--- src/rtl/outport_grant_ctrl.sv ---
`default_nettype none
// ============================================================================
// Module   : outport_grant_ctrl
// Brief    : Credit-gated switch-allocation control around a multistage
//            matrix_arb; optional wormhole lock via OUTPORT_GRANT_CTRL_PKT_LOCK_EN.
// Revision : 1.0
// ============================================================================
module outport_grant_ctrl #(
    parameter int SIZE         = 4,
    parameter int CREDIT_DEPTH = 4,
    parameter int CNT_W        = 3
) (
    input  logic             clk,
    input  logic             rst,
    input  logic [SIZE-1:0]  req_in,
    input  logic [SIZE-1:0]  tail_in,
    output logic [SIZE-1:0]  arb_request,
    input  logic [SIZE-1:0]  arb_grant,
    output logic             arb_success,
    output logic [SIZE-1:0]  deq,
    output logic [SIZE-1:0]  sel,
    output logic             flit_valid,
    input  logic             credit_in,
    output logic [CNT_W-1:0] credits,
    output logic             busy,
    output logic             err
);

    localparam int               c_idx_w = (SIZE > 1) ? $clog2(SIZE) : 1;
    localparam logic [CNT_W-1:0] c_full  = CNT_W'(CREDIT_DEPTH);
    localparam logic [CNT_W-1:0] c_one   = CNT_W'(1);

    typedef enum logic [0:0] {
        ST_IDLE   = 1'b0,
        ST_LOCKED = 1'b1
    } state_t;

    state_t             state_q, state_d;
    logic [c_idx_w-1:0] owner_q, owner_d;
    logic [SIZE-1:0]    sel_q, sel_d;
    logic               flit_valid_q, flit_valid_d;
    logic [CNT_W-1:0]   credits_q, credits_d;
    logic               err_q, err_d;

    logic               w_can_send;
    logic               w_grant_bad;
    logic               w_take;
    logic               w_serve;
    logic [c_idx_w-1:0] w_grant_idx;
    logic [SIZE-1:0]    w_deq;

    assign w_can_send  = (credits_q != '0);
    assign w_grant_bad = (state_q == ST_IDLE) && (arb_grant != '0) && !$onehot(arb_grant);
    // Success gates the arbiter's priority update, so it must only fire on a real transfer.
    assign w_take      = !rst && (state_q == ST_IDLE) && $onehot(arb_grant) && w_can_send;

    always_comb begin
        w_grant_idx = '0;
        for (int i = 0; i < SIZE; i++) begin
            if (arb_grant[i]) w_grant_idx = c_idx_w'(i);
        end
    end

    always_comb begin
        w_deq = '0;
        if (!rst) begin
            if (state_q == ST_IDLE) begin
                if (w_take) w_deq = arb_grant;
            end else if (req_in[owner_q] && w_can_send) begin
                w_deq[owner_q] = 1'b1;
            end
        end
    end

    assign w_serve     = (w_deq != '0);
    assign arb_request = (state_q == ST_IDLE) ? (req_in & {SIZE{w_can_send}}) : '0;
    assign arb_success = w_take;
    assign deq         = w_deq;

    always_comb begin
        state_d      = state_q;
        owner_d      = owner_q;
        sel_d        = w_serve ? w_deq : sel_q;
        flit_valid_d = w_serve;
        err_d        = err_q | w_grant_bad;
        credits_d    = credits_q;
        case ({w_serve, credit_in})
            2'b10:   credits_d = credits_q - c_one;
            2'b01: begin
                if (credits_q == c_full) err_d = 1'b1;
                else                     credits_d = credits_q + c_one;
            end
            default: credits_d = credits_q;
        endcase
`ifdef OUTPORT_GRANT_CTRL_PKT_LOCK_EN
        if (state_q == ST_IDLE) begin
            if (w_take) begin
                owner_d = w_grant_idx;
                if (!tail_in[w_grant_idx]) state_d = ST_LOCKED;
            end
        end else if (w_serve && tail_in[owner_q]) begin
            state_d = ST_IDLE;
        end
`else
        if (w_take) owner_d = w_grant_idx;
`endif
    end

    always_ff @(posedge clk) begin
        if (rst) begin
            state_q      <= ST_IDLE;
            owner_q      <= '0;
            sel_q        <= '0;
            flit_valid_q <= 1'b0;
            credits_q    <= c_full;
            err_q        <= 1'b0;
        end else begin
            state_q      <= state_d;
            owner_q      <= owner_d;
            sel_q        <= sel_d;
            flit_valid_q <= flit_valid_d;
            credits_q    <= credits_d;
            err_q        <= err_d;
        end
    end

    assign sel        = sel_q;
    assign flit_valid = flit_valid_q;
    assign credits    = credits_q;
    assign err        = err_q;

`ifdef OUTPORT_GRANT_CTRL_PKT_LOCK_EN
    assign busy = (state_q == ST_LOCKED);
`else
    logic w_unused_tail;
    assign w_unused_tail = ^tail_in;
    assign busy          = 1'b0;
`endif

endmodule
`default_nettype wire

--- config.mk ---
export PLATFORM = sky130hd
export DESIGN_NAME = outport_grant_ctrl
export DESIGN_NICKNAME = d
export VERILOG_FILES = /design/src/rtl/outport_grant_ctrl.sv
export SDC_FILE = /design/constraint.sdc
export NUM_CORES = 1
export LEC_CHECK = 0
export ABC_AREA = 1
export CAP_MARGIN = 20
export CORE_MARGIN = 10
export CORE_UTILIZATION = 41
export CTS_BUF_LIST = sky130_fd_sc_hd__clkbuf_8 sky130_fd_sc_hd__clkbuf_16
export DETAILED_ROUTE_END_ITERATION = 10
export HOLD_SLACK_MARGIN = 0.02
export PLACE_DENSITY = 0.92
export SYNTH_ARGS = -nofsm -noshare
export SYNTH_HDL_FRONTEND = slang
export SYNTH_SLANG_ARGS = --single-unit
--- constraint.sdc ---
create_clock -name clk -period 6.12 [get_ports clk]
set_input_delay 1.836 -clock clk [delete_from_list [all_inputs] [get_ports clk]]
set_output_delay 1.836 -clock clk [all_outputs]
set_load 0.01 [all_outputs]
# ---- Yosys cells after proc, flatten, opt, wreduce, memory -nomap -nowiden
# Index checks and enable logic that the tools add are counted.
dict set report word_totals {
  output_inout_bits 19
  in_bits 15
  regBits 9
}
dict set report op_classes {
  bitwise 2
  addsub 5
  n_reduce_logical 10
  n_eq_ne 5
  mux 6
}
# op n
set op_table {}
lappend op_table {{$mux 4} 2}
lappend op_table {{$reduce_bool 4->1} 2}
lappend op_table {{$pmux 3 s2} 1}
lappend op_table {{$add 1x1->2} 2}
lappend op_table {{$and 4x4->4} 1}
lappend op_table {{$add 2x2->3} 1}
lappend op_table {{$add 3x1->3 const B} 1}
lappend op_table {{$eq 3x1->1 const B} 1}
lappend op_table {{$eq 3x3->1 const B} 1}
lappend op_table {{$logic_and 1x1->1} 3}
lappend op_table {{$mux 3} 1}
lappend op_table {{$reduce_bool 3->1} 1}
lappend op_table {{$sub 3x1->3 const B} 1}
lappend op_table {{$eq 2x1->1 const B} 1}
lappend op_table {{$eq 2x2->1 const B} 1}
lappend op_table {{$logic_not 1->1} 2}
lappend op_table {{$mux 1} 2}
lappend op_table {{$ne 2x2->1 const B} 1}
lappend op_table {{$reduce_and 2->1} 1}
lappend op_table {{$reduce_bool 2->1} 1}
lappend op_table {{$or 1x1->1} 1}

# ---- Longest topological paths before layout
dict set report logic_depth {
  depth_word 11
  ltp_mapped 17
}

# ---- Worst setup path before layout
# Ideal clock, no wire load.
dict set report synth_timing {
  kind {in2out}
  start {in arb_grant[0]}
  end {out deq[2]}
  t_arrival_ps 3498
  path_slack_ps 786
  path_stages 10
  required_ps 4284
  cell_sequence {inv_1 > fa_1 > inv_1 > ha_1 > ha_1 > inv_1 > nand3_4 > nor2_8 > nand2_1 > nor2_1}
}
dict set report synth_between {
  elab_chain_cells 7
}
# element line
set synth_lines {}
lappend synth_lines {{start, declared} 18} ;# input logic [SIZE-1:0] arb_grant,
lappend synth_lines {{$add 1x1->2 (not written as such)} 55} ;# assign w_take = !rst && (state_q == ST_IDLE) && $onehot(arb_grant) && w_can_send;
lappend synth_lines {{$add 2x2->3 (not written as such)} 55}
lappend synth_lines {{$eq 3x1->1} 55}
lappend synth_lines {{$logic_and 1x1->1 (2 in series)} 55}
lappend synth_lines {{$mux 4} 68} ;# if (w_take) w_deq = arb_grant;
lappend synth_lines {{$mux 4} 66} ;# if (!rst) begin
lappend synth_lines {{end, declared} 20} ;# output logic [SIZE-1:0] deq,
# No other way between the ends.

# ---- Worst setup path in the final report
dict set report layout_timing {
  start {in arb_grant[0]}
  end {out arb_success}
}
dict set report layout_between {
  elab_chain_cells 5
}
# element line
set layout_lines {}
lappend layout_lines {{$add 1x1->2 (not written as such)} 55}
lappend layout_lines {{$add 2x2->3 (not written as such)} 55}
lappend layout_lines {{$eq 3x1->1} 55}
lappend layout_lines {{$logic_and 1x1->1 (2 in series)} 55}
lappend layout_lines {{end, declared} 19} ;# output logic arb_success,
# No other way between the ends.

==> results.toml <==
[synthesis]
ys_ff_latch = 9
synth_area_um2 = 663
postSynthCellCount = 80
yosys_warnings = 0
yosysUniqueCellTypes = 24
syn_area_per_cell_um2 = 8.29
syn_nets = 100
ys_seq_area_share_pct = 27.2

[floorplan]
dieArea_mm2 = 0.00363
die_w_um = 60.2
fp.dieH_um = 60.2
placeableCoreArea_mm2 = 0.00152
fp-row-count = 14
io_pins = 34
initial_core_util_pct = 43.5

[route]
finalWirelength_um = 1880
drt_pre_antenna_iters = 4
route.vias.total = 636
postRouteAntennaNets = 0
drt_iter0_drc = 9
drc_errors = 0
wl_per_cell_um = 13.6
via_per_inst = 4.61

[grt]
grt_usage_pct = 10.6
grt_max_degree = 8
grtUsageMet1_pct = 10.0
met2_usage_pct = 20.0
grt_pass1_wl_um = 3040
grt_pass1_vias = 723
busiest_layer = "met2"
grtUsageMet3_pct = 4.66
grt_overflow = 0
antenna_found_initial = 0

[clocking]
numCtsBuffers = 3
clk_latency_ns = 0.23
clkTransAtPathRegs_ns = 0.05
holdBufCountCts = 0
cts_setup_buffers = 0
ctsResizeCount = 9
htreeDepth = 1
cts_root_buf = "clkbuf_8"
clk_path_buf_depth = 2
clock_sinks = 9
cts_tree = "yes"

[timing]
fin_crit_sh_pct = 97.9
drv_slew = 0
min_period_ns = 5.99
finClkSkew_ns = 0.00602
hold_viol_final = 0
setup_viol = 0
grt_setup_unrepaired = "false"
timing.fmax_ghz = 0.167

[pwr]
leakagePower_nw = 0.562
peakVddDrop_mv = 0.219
powerDensity_mw_per_mm2 = 286
power.total_uw = 305

[final_layout]
n_fill_cell = 113
final-seq-area_um2 = 180
final_common_cell = "clkdlybuf4s50_1"
final_layout_size_suffix_gt1_share_pct = 30.3
antenna_cells = 0
multiInputGateArea_um2 = 400
fin_nets = 143
area_growth_pct = 61.3
layout_common_cells = "clkdlybuf4s50_1, inv_1, nor2_1, buf_4, dfxtp_1"
final_util_pct = 70.2

[critical_path]
worst_setup_path_end_kind = "output port"
reg2regPathDepth = 11
cp_max_fo = 5
critPathLaunchType = "input pin"
required_ns = 4.28
crit_type = "in -> out"
cp.arrival_ns = 4.16

[worst_hold_path]
hold_path_class = "reg -> reg"
whs_path_depth = 2

[placed_design]
gp_congestion = 0.737
portBuffers = 28
hpwl_um = 1600

[outcome]
status = "finished, final reports clean"

[job]
maxCapViolations = 0
synthesized netlist by cell type:
master    number  area share, %
o211ai_4       2            6.4
nand4_2        1            1.9
a31o_2         1            1.3
ha_1           3            5.7
conb_1         1           0.57
fa_1           2            6.0
nor2_1        14            7.9
nand3_4        1            2.6
nand2_4        4            6.8
nor2_8         1            3.0
clkinv_1       1           0.57
dfxtp_1        9             27
nand3_2        1            1.5
nand3_1        4            3.0
inv_2          3            1.7
inv_1         18             10
nand2_1        4            2.3
nand2_2        1           0.94
o21ai_1        2            1.5
a31o_1         3            4.0
buf_4          1            1.1
nor2_4         1            1.7
a211oi_1       1            1.1
nand4_1        1           0.94
metal layers:
metal  share of wire, %  up-vias  wire [um]
met5                  0        -          0
met4                  0        0          0
met3                 10        0        195
met2                 54       19       1010
met1                 36      289        668
li1                   -      328          -
sequential cells by signal (all words and copies together) (netlist names):
register / count
err: 1
credits: 3
flit_valid: 1
sel: 4
worst paths after layout:
kind,from,slack [ns],endpoint
worst min-delay path,err$_SDFF_PP0_,0.48,err$_SDFF_PP0_
worst min register to register,err$_SDFF_PP0_,0.48,err$_SDFF_PP0_
worst max register to register,credits[1]$_SDFFE_PP0P_,4.12,credits[2]$_SDFFE_PP1P_
worst max-delay path,arb_grant[0],0.13,arb_success
worst max-delay path, cell delays in order:
cell	delay [ns]
clkdlybuf4s50_1	0.48
inv_1	0.08
fa_1	0.53
inv_1	0.04
ha_1	0.17
ha_1	0.28
inv_1	0.10
nand3_4	0.11
nor2_8	0.10
nand2_2	0.10
inv_1	0.06
dlygate4sd2_1	0.27
power by group:
group / internal (mW) / switching, mW / total [mW]
combinational: 0.0736 / 0.0819 / 0.156
sequential: 0.0709 / 0.0130 / 0.0839
clock: 0.0436 / 0.0224 / 0.0660
total: 0.188 / 0.117 / 0.305
kinds of logic after synthesis:
family | share of synthesized area (%)
AO/OA/AOI/OAI | 14.3
adder cells (fa/ha/maj) | 11.7
buffers and inverters | 13.6
flip-flops | 27.2
other | 0.565
AND/OR/NAND/NOR | 32.6
area by class of cell:
type | count | share of cell area [%]
Multi-Input combinational cell | 48 | 37.4
Timing Repair Buffer | 39 | 31.9
Sequential cell | 9 | 16.8
Inverter | 22 | 7.72
Clock buffer | 3 | 3.86
Tap cell | 16 | 1.87
Clock inverter | 1 | 0.351
through the flow:
| stage | std cells | setup WS (ns) | cell area, um2 | hold WS [ns] | setup TNS, ns |
|---|---|---|---|---|---|
| 6_report | 138 | 0.126 | 1070 | 0.484 | 0 |
| 5_1_grt | 138 | 0.0161 | 1070 | 0.507 | 0 |
| 4_1_cts | 138 | 0.00801 | 1090 | 0.483 | 0 |
| 3_5_place_dp | 134 | -0.302 | 1040 | 0.472 | -1.33 |
| 3_3_place_gp | 134 | -0.244 | 1040 | 0.465 | -1.02 |
| 2_1_floorplan | 80 | 0.786 | 663 | 0.512 | 0 |
No activity file was read; power rests on OpenSTA's default activity.
